$ cat src/rtl/data_mem_responder.sv
// Multi-cycle data-memory responder with a stall handshake and configurable latency.
// Optional access statistics outputs are enabled with `define DMEM_STATS_EN.
module data_mem_responder #(
  parameter int Bits    = 64,
  parameter int MemSize = 32,
  parameter int Latency = 2
) (
  input  logic            clk,
  input  logic            rst,
  input  logic [Bits-1:0] mem_access_addr,
  input  logic [Bits-1:0] mem_write_data,
  input  logic            mem_write_en,
  input  logic            mem_read,
  output logic [Bits-1:0] mem_read_data,
  output logic            mem_stall,
  output logic            mem_err
`ifdef DMEM_STATS_EN
  ,
  output logic [31:0]     rd_count,
  output logic [31:0]     wr_count,
  output logic [31:0]     stall_cycles
`endif
);

  localparam int Off = $clog2(Bits / 8);
  localparam int Aw  = (MemSize > 1) ? $clog2(MemSize) : 1;

  typedef enum logic [1:0] {IDLE, BUSY, DONE} state_t;

  state_t          state, state_nxt;
  logic [3:0]      cnt, cnt_nxt;
  logic [Bits-1:0] mem [MemSize];
  logic [Bits-1:0] word_idx;
  logic [Bits-1:0] lat_wdata;
  logic [Bits-1:0] rd_q;
  logic [Aw-1:0]   lat_idx;
  logic            lat_wr, lat_rd, lat_conf, lat_oor;
  logic            req, accept, in_range, commit_wr, commit_rd;

  // Requests are masked during reset so the stall cannot rise while the FSM is held in IDLE.
  assign req       = (mem_read | mem_write_en) & ~rst;
  assign word_idx  = mem_access_addr >> Off;
  assign in_range  = word_idx < Bits'(MemSize);
  assign accept    = (state == IDLE) && req;
  assign commit_wr = (state == DONE) && lat_wr && !lat_oor;
  assign commit_rd = (state == DONE) && lat_rd;

  always_ff @(posedge clk or posedge rst) begin
    if (rst) begin
      state <= IDLE;
      cnt   <= '0;
    end else begin
      state <= state_nxt;
      cnt   <= cnt_nxt;
    end
  end

  always_comb begin
    state_nxt = state;
    cnt_nxt   = cnt;
    mem_stall = 1'b0;
    mem_err   = 1'b0;
    case (state)
      IDLE: begin
        if (req) begin
          mem_stall = 1'b1;
          cnt_nxt   = 4'(Latency - 1);
          state_nxt = (Latency == 1) ? DONE : BUSY;
        end
      end
      BUSY: begin
        mem_stall = 1'b1;
        if (cnt <= 4'd1) begin
          cnt_nxt   = '0;
          state_nxt = DONE;
        end else begin
          cnt_nxt = cnt - 4'd1;
        end
      end
      DONE: begin
        mem_err   = lat_oor | lat_conf;
        state_nxt = IDLE;
      end
      default: state_nxt = IDLE;
    endcase
  end

  always_ff @(posedge clk or posedge rst) begin
    if (rst) begin
      lat_idx   <= '0;
      lat_wdata <= '0;
      lat_wr    <= 1'b0;
      lat_rd    <= 1'b0;
      lat_conf  <= 1'b0;
      lat_oor   <= 1'b0;
    end else if (accept) begin
      lat_idx   <= word_idx[Aw-1:0];
      lat_wdata <= mem_write_data;
      lat_wr    <= mem_write_en;
      lat_rd    <= mem_read & ~mem_write_en;
      lat_conf  <= mem_read & mem_write_en;
      lat_oor   <= ~in_range;
    end
  end

  always_ff @(posedge clk or posedge rst) begin
    if (rst) begin
      for (int unsigned i = 0; i < MemSize; i++) mem[i] <= '0;
    end else if (commit_wr) begin
      mem[lat_idx] <= lat_wdata;
    end
  end

  // The completing load is visible combinationally; the register only provides the hold value.
  always_comb begin
    mem_read_data = rd_q;
    if (commit_rd) mem_read_data = lat_oor ? '0 : mem[lat_idx];
  end

  always_ff @(posedge clk or posedge rst) begin
    if (rst) rd_q <= '0;
    else if (commit_rd) rd_q <= mem_read_data;
  end

`ifdef DMEM_STATS_EN
  always_ff @(posedge clk or posedge rst) begin
    if (rst) begin
      rd_count     <= '0;
      wr_count     <= '0;
      stall_cycles <= '0;
    end else begin
      if (commit_rd && !lat_oor && rd_count != '1) rd_count <= rd_count + 32'd1;
      if (commit_wr && wr_count != '1) wr_count <= wr_count + 32'd1;
      if (mem_stall && stall_cycles != '1) stall_cycles <= stall_cycles + 32'd1;
    end
  end
`endif

endmodule

$ cat config.mk
export PLATFORM = sky130hd
export DESIGN_NAME = data_mem_responder
export DESIGN_NICKNAME = d
export VERILOG_FILES = /design/src/rtl/data_mem_responder.sv
export SDC_FILE = /design/constraint.sdc
export NUM_CORES = 2
export LEC_CHECK = 0
export CAP_MARGIN = 20
export CORE_UTILIZATION = 59
export CTS_CLUSTER_DIAMETER = 40
export CTS_CLUSTER_SIZE = 14
export DETAILED_ROUTE_END_ITERATION = 10
export DONT_BUFFER_PORTS = 1
export PLACE_DENSITY = 0.8
export SYNTH_ARGS = -nofsm -noshare
export SYNTH_HDL_FRONTEND = slang
export SYNTH_SLANG_ARGS = --single-unit
$ cat constraint.sdc
create_clock -name clk -period 207.2 [get_ports clk]
set_input_delay 31.08 -clock clk [delete_from_list [all_inputs] [get_ports clk]]
set_output_delay 31.08 -clock clk [all_outputs]
set_load 0.05 [all_outputs]
# == Word level (Yosys, flattened, before mapping) ==
# Index checks and enable logic that the tools add are counted.
# classes
n_addsub,1
magnitude_cmp,4
n_eq_ne,4
mux,17
bitwise,9
n_reduce_logical,10
# op_table
cell,n
$bwmux 2048,1
$bmux 64 s5,1
$demux 64 s5,1
$mux 64,5
$lt 61x6->1 const B,1
$mux 4,2
$pmux 4 s2,1
$ge 6x6->1 const B,1
$lt 6x1->1 const B,1
$not 5->6,1
$logic_and 1x1->1,5
$le 4x1->1 const B,1
$mux 2,2
$ne 2x2->1 const B,2
$pmux 2 s2,1
$reduce_and 2->1,2
$sub 4x1->4 const B,1
$and 1x1->1,3
$not 1->1,3
$eq 2x1->1 const B,1
$eq 2x2->1 const B,1
$logic_not 2->1,1
$mux 1,2
$or 1x1->1,2
3 further kinds,3
# totals
ff_bits,2191
in_bits,132
output_inout_bits,66
wordCells,86

# == Logic depth before layout (Yosys ltp) ==
# logic_depth
word_depth,6
depth_mapped,9
mapped_depth_nobuf,6

# == Least setup slack after synthesis ==
# No wires, ideal clock.
# synth_timing
kind,input to output
from,input port rst
to,output port mem_stall
t_arrival_ps,32173
required_time_ps,176120
path_slack_ps,143947
path_stages,2
n_path_buf,0
path_cell_list,o21bai_1 -> a21oi_1
# synth_via
elab_chain_len,4
# synth_lines
item,line_no,source
"start, declared",9,"input logic rst,"
$not 1->1,41,assign req = (mem_read | mem_write_en) & ~rst;
$and 1x1->1,41,
$mux 1,65,if (req) begin
$pmux 1 s2,63,case (state)
"end, declared",15,"output logic mem_stall,"
# No other way between the ends.

# == Worst setup path after layout ==
# Same ends and word-level chain as after synthesis.

==> results.py <==
metrics = {
    "yosys": {
        "ys_ff_latch": 2191,
        "avgSynthCellArea_um2": 13.79,
        "synth_nets": 7223,
        "synth_cell_types": 40,
        "synth_async_sr_flop_share": 1.000,
        "ys.flop_type": "dfrtp_1",
        "seq_area_frac_synth": 0.5609,
        "ys_warn_count": 0,
        "synthCells": 7089,
        "synth-edff-count": 0,
        "syn-cell-area_um2": 97750,
    },
    "run_status": {
        "status": "finished, final reports clean",
    },
    "critical_path": {
        "critPathLaunch": "rst",
        "worst-path-max-fanout": 5,
        "r2r_slack_ps": 200760,
        "critical_path_arrival_ps": 31670,
        "reg2reg_depth": 7,
        "critical_path_required_ps": 176120,
        "crit_path_end": "mem_stall",
        "reg2reg_to": "mem[1570]$_DFFE_PP0P_",
        "endpoint_kind": "primary output",
        "path_class": "input pin to primary output",
        "cp-start-kind": "input pin",
        "r2r_start": "lat_idx[1]$_DFFE_PP0P_",
    },
    "power_and_ir_drop": {
        "comb_power_share": 0.176,
        "p_int_w": 0.0008679,
        "ir_drop_mv": 0.01153,
        "total_power_w": 0.001267,
        "power.share.clock": 0.398,
        "switching_share": 0.3152,
        "power_leakage_nw": 54.24,
        "power_frac_seq": 0.426,
        "power_density_nw_per_um2": 11.61,
        "p_switching_w": 0.0003995,
    },
    "clocking": {
        "postCtsSetupRepairBufs": 0,
        "cts_buffers": 296,
        "clock_tree.htree_level_count": 5,
        "clk_pin_slew_ps": 50,
        "clockBufferDepth": 4,
        "clkLatencyLatePin_ps": 930,
        "cts.sinks": 2191,
        "postCtsResizedCells": 0,
        "cts-root-buf": "clkbuf_16",
        "cts_tree": "done",
        "cts_hold_buf": 0,
    },
    "floorplan": {
        "die_area_um2": 167300,
        "initial_utilization": 0.5931,
        "rows": 149,
        "die_h_um": 409.0,
        "die_w_um": 409.0,
        "core_area_um2": 164800,
        "io_pins": 198,
    },
    "place": {
        "hpwl_um": 135300,
        "place.gp.congestion": 0.7774,
        "postPlaceCellArea_um2": 99200,
        "dp_cells": 8734,
        "portBuffers": 0,
    },
    "cells_and_area": {
        "design_area_um2": 109200,
        "finalNetCount": 6985,
        "multiInputGateArea_um2": 40580,
        "fin_cells": 9243,
        "syn_to_final_growth_pct": 11.69,
        "drive_gt1_frac": 0.3762,
        "n_fill_cell": 11360,
        "final-seq-area_um2": 54830,
        "antenna_cells": 0,
    },
    "min_path": {
        "hold_class": "flip-flop to flip-flop",
        "min_delay_path_depth": 2,
    },
    "grt": {
        "grt_pass1_vias": 63140,
        "grt_max_degree": 179,
        "grt_pass1_wl_um": 393400,
        "antenna_found_initial": 3,
        "grt.total_usage": 0.3109,
        "overflow": 0,
    },
    "sta": {
        "fmax_mhz": 15.94,
        "fin_crit_ps": 62750,
        "hold_viol": 0,
        "tightestPinTransition_ps": 1302,
        "slew_headroom": 0.1317,
        "fin_skew_ps": 41.11,
        "setup_viol": 0,
        "fin_crit_sh": 0.3029,
        "rsz0062_at_grt": "no",
        "tns_ps": 0,
        "maxSlewViolCount": 0,
    },
    "job": {
        "drv_cap": 0,
    },
    "routing": {
        "wire_per_inst_um": 28.19,
        "ant_nets": 0,
        "drt_iter0_markers": 5489,
        "vias": 60510,
        "routed_wl_um": 260500,
        "vias_per_cell": 6.547,
        "route.detailed.drc": 0,
        "first_pass_iters": 8,
    },
}
[metal layers]
| layer | GRT usage | share of wire | up-vias |
|---|---|---|---|
| met5 | 0.002874 | 0.00040 | - |
| met4 | 0.1245 | 0.040 | 8 |
| met3 | 0.06050 | 0.075 | 652 |
| met2 | 0.4924 | 0.48 | 2260 |
| met1 | 0.4227 | 0.41 | 32070 |
| li1 | - | - | 25520 |
[worst min path at each step]
stage                     startpoint               endpoint
6_report          lat_wr$_DFFE_PP0P_     lat_wr$_DFFE_PP0P_
5_1_grt        mem[1520]$_DFFE_PP0P_  mem[1520]$_DFFE_PP0P_
4_1_cts           lat_wr$_DFFE_PP0P_     lat_wr$_DFFE_PP0P_
3_5_place_dp      lat_wr$_DFFE_PP0P_     lat_wr$_DFFE_PP0P_
3_3_place_gp      lat_wr$_DFFE_PP0P_     lat_wr$_DFFE_PP0P_
2_1_floorplan     lat_wr$_DFFE_PP0P_     lat_wr$_DFFE_PP0P_
[stage by stage]
step / hold slack [ps] / setup slack, ps / utilization
6_report: 476.7 / 144450 / 0.6625
5_1_grt: 497.1 / 144420 / 0.6625
4_1_cts: 485.7 / 144450 / 0.6611
3_5_place_dp: 473.9 / 144450 / 0.6019
3_3_place_gp: 456.8 / 144450 / 0.6015
2_1_floorplan: 437.8 / 114220 / -
[layout by cell type, fill, tap and decap left out, types with 7 or more instances in the layout]
cell / n
a22o_1: 128
clkinv_2: 28
bufinv_16: 28
dfrtp_1: 2190
nand2_4: 21
nor2_1: 11
clkbuf_16: 302
clkinvlp_4: 25
buf_12: 7
mux2_2: 2005
nor4_1: 144
clkinv_4: 19
mux2_1: 43
buf_16: 9
inv_6: 31
nand2_1: 281
inv_8: 16
buf_4: 112
clkbuf_8: 19
o22ai_1: 512
clkbuf_1: 31
mux2i_1: 1024
[synth_stat cells (all sizes together), types with 4 or more instances]
cell / n / share of area
inv: 5 / 0.00019
a22o: 128 / 0.011
buf: 170 / 0.0084
nand4b: 4 / 0.00036
nor2: 12 / 0.00046
o22ai: 512 / 0.033
clkbuf: 495 / 0.019
mux2: 2048 / 0.24
mux2i: 1024 / 0.10
nand3: 5 / 0.00026
nor4: 145 / 0.0094
nand4: 4 / 0.00026
nand4bb: 6 / 0.00069
dfrtp: 2191 / 0.56
nor3: 12 / 0.0013
nand2: 302 / 0.012
or4b: 4 / 0.00041
[power by group through the flow]
stage / Combinational [W] / Clock [W] / Sequential [W]
floorplan: 0.000199 / 0 / 0.000497
CTS: 0.000220 / 0.000509 / 0.000538
global route: 0.000232 / 0.000528 / 0.000549
detailed placement: 0.000219 / 0 / 0.000545
finish: 0.000223 / 0.000505 / 0.000539
global placement: 0.000215 / 0 / 0.000539
[sequential cells by signal (all words and copies together), names as in the netlist]
signal / cells
lat_wdata: 64
mem: 2048
lat_wr: 1
rd_q: 64
lat_idx: 5
cnt: 4
lat_rd: 1
lat_conf: 1
state: 2
lat_oor: 1
[final cells by class]
class / count / area share
Inverter: 5 / 0.0002407
Clock buffer: 352 / 0.07268
Clock inverter: 149 / 0.01671
Multi-Input combinational cell: 4228 / 0.3717
Tap cell: 2189 / 0.02509
Timing Repair Buffer: 129 / 0.01139
Sequential cell: 2191 / 0.5022
[worst max-delay path, cell delays in order]
cell,delay [ps]
o21bai_1,180
a21oi_1,160
buf_4,240
[cells by family after synthesis]
logic type | count (synthesis) | synth area share
buf+inv | 670 | 0.02758
fa+ha+maj | 2 | 0.0002560
simple gates | 503 | 0.02545
mux | 3072 | 0.3408
compound gates | 649 | 0.04488
flops | 2191 | 0.5609
xor+xnor | 2 | 0.0001792
Note: power is estimated with default switching activity, not from simulation.
